==> src/rtl/mmio_ram_pkg.sv <==
// mmio_ram_pkg
//   Shared definitions for the mmio_ram data RAM and its channel window:
//   - default address map (first channel address, status register address)
//   - bit offsets of the fields inside the status word
//   - address decode result type
package mmio_ram_pkg;

    localparam int unsigned DEF_CH_BASE     = 9;
    localparam int unsigned DEF_STATUS_ADDR = 14;

    // Result of decoding a CPU address. The top level resolves overlaps in the
    // order channel window, status register, RAM, unmapped.
    typedef enum logic [1:0] {
        DEC_RAM,
        DEC_CH,
        DEC_STATUS,
        DEC_NONE
    } dec_e;

    // Pending (valid) flags occupy the lowest NUM_CH bits of the status word.
    function automatic int unsigned status_valid_lsb();
        return 0;
    endfunction

    // Overrun flags sit directly above the pending flags.
    function automatic int unsigned status_ovr_lsb(input int unsigned num_ch);
        return num_ch;
    endfunction

endpackage

==> src/rtl/mmio_channel.sv <==
// mmio_channel
//   One memory-mapped peripheral register with a valid/ready handshake toward
//   its consumer and a sticky overrun flag.
// Ports
//   clk      in   system clock
//   reset_n  in   asynchronous active-low reset
//   wr       in   CPU write strobe for this channel
//   wdata    in   CPU write data
//   ready    in   consumer accepts the current value
//   clr_ovr  in   clear the overrun flag (status register write-1-to-clear)
//   value    out  last value written by the CPU
//   valid    out  value holds an update the consumer has not taken yet
//   overrun  out  sticky: an update was replaced before it was consumed
// Handshake: a transfer happens on every rising edge where valid and ready are
// both 1. valid never depends combinationally on ready; the consumer may raise
// ready at any time and ready without valid has no effect.
module mmio_channel #(
    parameter int unsigned DATA_WIDTH = 32
) (
    input  logic                  clk,
    input  logic                  reset_n,
    input  logic                  wr,
    input  logic [DATA_WIDTH-1:0] wdata,
    input  logic                  ready,
    input  logic                  clr_ovr,
    output logic [DATA_WIDTH-1:0] value,
    output logic                  valid,
    output logic                  overrun
);

    logic [DATA_WIDTH-1:0] value_q, value_d;
    logic                  valid_q, valid_d;
    logic                  overrun_q, overrun_d;
    logic                  xfer;

    always_comb begin
        xfer = valid_q & ready;

        value_d = value_q;
        if (wr) begin
            value_d = wdata;
        end

        // A write in the same cycle as a transfer reloads valid: the old value
        // has been consumed and the new one is pending.
        valid_d = valid_q;
        if (xfer) begin
            valid_d = 1'b0;
        end
        if (wr) begin
            valid_d = 1'b1;
        end

        // Set is applied after clear so it wins if both ever coincide.
        overrun_d = overrun_q;
        if (clr_ovr) begin
            overrun_d = 1'b0;
        end
        if (wr && valid_q && !ready) begin
            overrun_d = 1'b1;
        end
    end

    always_ff @(posedge clk or negedge reset_n) begin
        if (!reset_n) begin
            value_q   <= '0;
            valid_q   <= 1'b0;
            overrun_q <= 1'b0;
        end else begin
            value_q   <= value_d;
            valid_q   <= valid_d;
            overrun_q <= overrun_d;
        end
    end

    assign value   = value_q;
    assign valid   = valid_q;
    assign overrun = overrun_q;

endmodule

==> src/rtl/mmio_ram.sv <==
// mmio_ram
//   Processor data RAM with a window of memory-mapped channel registers and a
//   status register.
// Ports
//   clk         in   system clock
//   reset_n     in   asynchronous active-low reset
//   wEn         in   write enable
//   addr        in   word address
//   dataIn      in   write data
//   dataOut     out  registered read data, loaded on cycles with wEn=0
//   ch_value    out  flat channel bus, channel i at [i*DATA_WIDTH +: DATA_WIDTH]
//   ch_valid    out  per-channel pending update
//   ch_ready    in   per-channel consumer accept
//   ch_overrun  out  per-channel sticky overrun
// Status word: [NUM_CH-1:0] pending flags, [2*NUM_CH-1:NUM_CH] overrun flags,
// all other bits 0. Writing it clears overrun flags whose bit is 1.
// The RAM array has no reset; its contents come from configuration.
module mmio_ram
    import mmio_ram_pkg::*;
#(
    parameter int unsigned DATA_WIDTH    = 32,
    parameter int unsigned ADDRESS_WIDTH = 12,
    parameter int unsigned DEPTH         = 20,
    parameter int unsigned NUM_CH        = 5,
    parameter int unsigned CH_BASE       = DEF_CH_BASE,
    parameter int unsigned STATUS_ADDR   = DEF_STATUS_ADDR
) (
    input  logic                         clk,
    input  logic                         reset_n,
    input  logic                         wEn,
    input  logic [ADDRESS_WIDTH-1:0]     addr,
    input  logic [DATA_WIDTH-1:0]        dataIn,
    output logic [DATA_WIDTH-1:0]        dataOut,
    output logic [NUM_CH*DATA_WIDTH-1:0] ch_value,
    output logic [NUM_CH-1:0]            ch_valid,
    input  logic [NUM_CH-1:0]            ch_ready,
    output logic [NUM_CH-1:0]            ch_overrun
);

    localparam int unsigned RAM_AW  = (DEPTH > 1) ? $clog2(DEPTH) : 1;
    localparam int unsigned VAL_LSB = status_valid_lsb();
    localparam int unsigned OVR_LSB = status_ovr_lsb(NUM_CH);

    logic [DATA_WIDTH-1:0] mem [DEPTH];

    dec_e                  dec;
    logic [NUM_CH-1:0]     ch_sel;
    logic [NUM_CH-1:0]     ch_wr;
    logic [NUM_CH-1:0]     ch_clr;
    logic [RAM_AW-1:0]     ram_idx;
    logic                  ram_we;
    logic [DATA_WIDTH-1:0] status_word;
    logic [DATA_WIDTH-1:0] ch_rd;
    logic [DATA_WIDTH-1:0] rd_data;
    logic [DATA_WIDTH-1:0] data_out_q, data_out_d;

    // Address decode. The channel window is checked first so it shadows any
    // RAM words it overlaps.
    always_comb begin
        ch_sel = '0;
        for (int i = 0; i < NUM_CH; i++) begin
            ch_sel[i] = (addr == ADDRESS_WIDTH'(CH_BASE + i));
        end

        if (|ch_sel) begin
            dec = DEC_CH;
        end else if (addr == ADDRESS_WIDTH'(STATUS_ADDR)) begin
            dec = DEC_STATUS;
        end else if (addr < ADDRESS_WIDTH'(DEPTH)) begin
            dec = DEC_RAM;
        end else begin
            dec = DEC_NONE;
        end
    end

    // Write strobes and read mux.
    always_comb begin
        ram_idx = addr[RAM_AW-1:0];
        ram_we  = wEn && (dec == DEC_RAM);
        ch_wr   = (wEn && (dec == DEC_CH)) ? ch_sel : '0;
        ch_clr  = (wEn && (dec == DEC_STATUS)) ? dataIn[OVR_LSB +: NUM_CH] : '0;

        status_word                      = '0;
        status_word[VAL_LSB +: NUM_CH]   = ch_valid;
        status_word[OVR_LSB +: NUM_CH]   = ch_overrun;

        ch_rd = '0;
        for (int i = 0; i < NUM_CH; i++) begin
            if (ch_sel[i]) begin
                ch_rd = ch_rd | ch_value[i*DATA_WIDTH +: DATA_WIDTH];
            end
        end

        unique case (dec)
            DEC_RAM:    rd_data = mem[ram_idx];
            DEC_CH:     rd_data = ch_rd;
            DEC_STATUS: rd_data = status_word;
            default:    rd_data = '0;
        endcase

        // Read data is only captured on non-write cycles.
        data_out_d = wEn ? data_out_q : rd_data;
    end

    always_ff @(posedge clk) begin
        if (ram_we) begin
            mem[ram_idx] <= dataIn;
        end
    end

    always_ff @(posedge clk or negedge reset_n) begin
        if (!reset_n) begin
            data_out_q <= '0;
        end else begin
            data_out_q <= data_out_d;
        end
    end

    assign dataOut = data_out_q;

    for (genvar gi = 0; gi < NUM_CH; gi++) begin : g_ch
        mmio_channel #(
            .DATA_WIDTH (DATA_WIDTH)
        ) u_ch (
            .clk     (clk),
            .reset_n (reset_n),
            .wr      (ch_wr[gi]),
            .wdata   (dataIn),
            .ready   (ch_ready[gi]),
            .clr_ovr (ch_clr[gi]),
            .value   (ch_value[gi*DATA_WIDTH +: DATA_WIDTH]),
            .valid   (ch_valid[gi]),
            .overrun (ch_overrun[gi])
        );
    end

endmodule

==> config.mk <==
export PLATFORM = sky130hd
export DESIGN_NAME = mmio_ram
export DESIGN_NICKNAME = d
export VERILOG_FILES = /design/src/rtl/mmio_ram_pkg.sv /design/src/rtl/mmio_channel.sv /design/src/rtl/mmio_ram.sv
export SDC_FILE = /design/constraint.sdc
export NUM_CORES = 1
export LEC_CHECK = 0
export ABC_AREA = 1
export BUFFER_PORTS_ARGS = -buffer_cell sky130_fd_sc_hd__clkbuf_2
export CORE_ASPECT_RATIO = 0.8
export CORE_MARGIN = 2
export CORE_UTILIZATION = 37
export DETAILED_ROUTE_END_ITERATION = 10
export SETUP_SLACK_MARGIN = 0.15
export SYNTH_ARGS = -nofsm -noshare
export SYNTH_HDL_FRONTEND = slang
export SYNTH_SLANG_ARGS = --single-unit
==> constraint.sdc <==
create_clock -name clk -period 1.5 [get_ports clk]
set_clock_uncertainty 0.2 [all_clocks]
set_input_delay 0 -clock clk [delete_from_list [all_inputs] [get_ports clk]]
set_output_delay 0 -clock clk [all_outputs]
set_load 0.05 [all_outputs]
==> qor.csv <==
stage,metric,value,unit
run_status,outcome,finished with violations,
run_status,failing checks,negative setup slack,
worst_setup_path,Setup Crit Path Kind,input pin to register,
floorplanning,Placeable Area,93090,sq um
worst_setup_path,CP max FO,7,
sta,Fmax,609.4,MHz
sta,final setup violation count,476,
sta,Slew HR,57.03,%
worst_setup_path,worst reg-to-reg setup slack,-0.10,ns
placed_design,Inst Count DP,5063,
floorplanning,die span in x,346.8,um
logic_synthesis,top_reg_cell synth,edfxtp_1,
logic_synthesis,"area leader, netlist",edfxtp_1,
floorplanning,row cnt,100,
clock_tree,root buffer selected by CTS,clkbuf_16,
power,leakage,20.01,nW
clock_tree,clock slew at reported path FFs,0.06,ns
final_layout,final core occ,50.56,%
logic_synthesis,Mapped Cells,3263,
final_layout,final net count,4126,
logic_synthesis,"Seq/Total Area, Yosys",69.80,%
floorplanning,Die ar.,96480,sq um
worst_setup_path,crit end category,register,
final_layout,cell area after layout,47070,sq um
clock_tree,clock latency on the worst-skew pair,0.65,ns
power,pwr/cell area,1032,nW/um^2
floorplanning,Die Height,278.2,um
placed_design,Final Wtd Congestion,0.8848,
clock_tree,H-tree depth,3,
clock_tree,Sink Count,842,
detailed_routing,number of vias per cell,4.910,
grt,largest net degree at the start of global routing,67,
logic_synthesis,"top cells by area, synth","edfxtp_1 (55%), dfrtp_1 (15%), nor2_1 (9.4%)",
placed_design,IO buf count,253,
logic_synthesis,Yosys top cell area share,55.26,%
floorplanning,Boundary Pins,254,
detailed_routing,Final ANT Viol Nets,0,
logic_synthesis,Post-synth ARST share,23.99,%
sta,Final Cycle Share,109.4,%
worst_setup_path,CP arrival,1.79,ns
clock_tree,Num CTS Buffers,79,
grt,gr usage total,22.61,%
floorplanning,Starting Density,37.36,%
sta,setup TNS,-27.46,ns
power,Max IR drop VDD,0.0007248,V
sta,Tmin final,1.641,ns
job,# Max-Cap Violations,0,
detailed_routing,WL final,113.4,mm
detailed_routing,Post-route DRC,0,
grt,first-pass GRT wire length,163.6,mm
sta,Max Slew Vio Count,0,
sta,worst-margin pin slew,0.6445,ns
logic_synthesis,Post-synth EDFFs,640,
logic_synthesis,synth unique cells,36,
grt,total grt overflow,0,
final_layout,area grow syn2layout,35.34,%
placed_design,dpl cell area,40580,sq um
sta,final hold vios,0,
worst_hold_path,Worst Hold Class,input pin to register,
final_layout,"leading cell type in the layout, fill and taps excluded",nor2_1,
clock_tree,CTS tree,done,
detailed_routing,vias,26300,
logic_synthesis,post-synthesis average cell area,10.66,sq um
logic_synthesis,synthesized flop and latch total,842,
placed_design,HPWL after DPL,75.26,mm
final_layout,"commonest cells after routing, fill and taps aside","nor2_1 (811), nand2_1 (742), edfxtp_1 (640), buf_4 (234), dfrtp_1 (198)",
final_layout,layout cells sized above 1,24.10,%
detailed_routing,initial detailed-routing violation count,2919,
clock_tree,Max Buffers Root-to-Sink,3,
sta,setup ws final,-0.1410,ns
detailed_routing,Pre-antenna DRT Iters,5,
logic_synthesis,YS warnings,0,
worst_setup_path,worst path required time,1.65,ns
grt,initial antenna violation count,2,
grt,vias in the first global route,25280,
detailed_routing,routed length per instance,21.16,um
final_layout,final cell count without fillers,5357,
worst_setup_path,CP startpoint kind,input pin,
sta,Hold WS,0.02009,ns
sta,RSZ-0062 raised after global routing,yes,
logic_synthesis,synthesized cell area,34780,sq um
[timing repair]
item / in CTS / in global routing
hold buffers: 50 / 0
gates cloned: 6 / 23
hold endpoints to repair: 1056 / 0
buffers inserted: 53 / 22
pin swaps: 66 / 112
resized for setup: 379 / 133
endpoints found under the setup margin: 742 / 852
[stage by stage]
stage / setup WS, ns / power, mW
floorplan: -0.7673 / 27.51
global placement: -0.7912 / 29.06
detailed placement: -0.7900 / 29.09
CTS: -0.08266 / 48.69
global route: -0.1982 / 50.03
finish: -0.1410 / 48.58
[synthesized netlist by cell type, drive strengths merged (2+ instances only)]
library cell,number
a21oi,6
a31oi,17
buf,113
clkbuf,43
clkinv,2
dfrtp,202
edfxtp,640
inv,156
mux2i,15
nand2,797
nand3,99
nand4,15
nor2,881
nor3,10
o211ai,4
o21ai,187
o22ai,35
or2,39
[logic make-up (layout without fill, tap and decap cells)]
group	count (synthesis)	count (layout)	synth area share (%)
simple gates	1841	1841	21.12
buf+inv	314	992	4.432
compound gates	250	250	4.209
other cells	1	193	0.01078
mux	15	15	0.4317
flops	842	842	69.80
[final timing paths]
| check | start | end | depth (start not counted) |
|---|---|---|---|
| setup / recovery | addr[6] | mem[6][28] | 15 |
| hold / removal | addr[10] | dataOut[9] | 9 |
| setup reg to reg | mem[5][12] | dataOut[12] | 11 |
| hold reg to reg | dataOut[4] | dataOut[4] | 2 |
| max in group asynchronous | reset_n | g_ch[0].u_ch.value[13] | 4 |
| min in group asynchronous | reset_n | g_ch[2].u_ch.value[5] | 3 |
[worst max-delay path, cell delays in order]
cell and delay, ns:
buf_6 0.09, nor2_4 0.11, nand2_4 0.07, buf_12 0.14
nor2_4 0.19, nand3_2 0.12, inv_2 0.08, nand3_4 0.08
nor2_4 0.11, buf_6 0.14, buf_6 0.11, nand2_8 0.07
nor2_4 0.11, buf_12 0.16, clkbuf_16 0.18
[flip-flops by register name, indices dropped and copies added (netlist names)]
| name | flops |
|---|---|
| g_ch.u_ch.valid | 5 |
| dataOut | 32 |
| g_ch.u_ch.value | 160 |
| mem | 640 |
| g_ch.u_ch.overrun | 5 |
[power breakdown]
group	leakage [nW]	internal (mW)	switching, mW	total (mW)
Sequential	8.63	25.6	0.125	25.7
Clock	1.21	10.9	8.84	19.7
Combinational	10.2	1.01	2.13	3.14
[area by class of cell]
cell class                      count  area, sq um
Fill cell                        8098        46020
Tap cell                         1224         1531
Timing Repair Buffer              695         7884
Clock buffer                       99         2113
Multi-Input combinational cell   2298        10280
Inverter                          158        621.8
Antenna cell                        1        2.502
Sequential cell                   842        24280
Clock inverter                     40        361.6
[metal layers]
metal / vias to the layer above / GRT usage [%] / wire length [um]
met5: - / 0 / 13
met4: 2 / 5.730 / 2749
met3: 172 / 4.057 / 9439
met2: 1069 / 35.77 / 51680
met1: 12870 / 32.25 / 49490
li1: 12190 / - / -
Power figures use the tool's default switching activity.
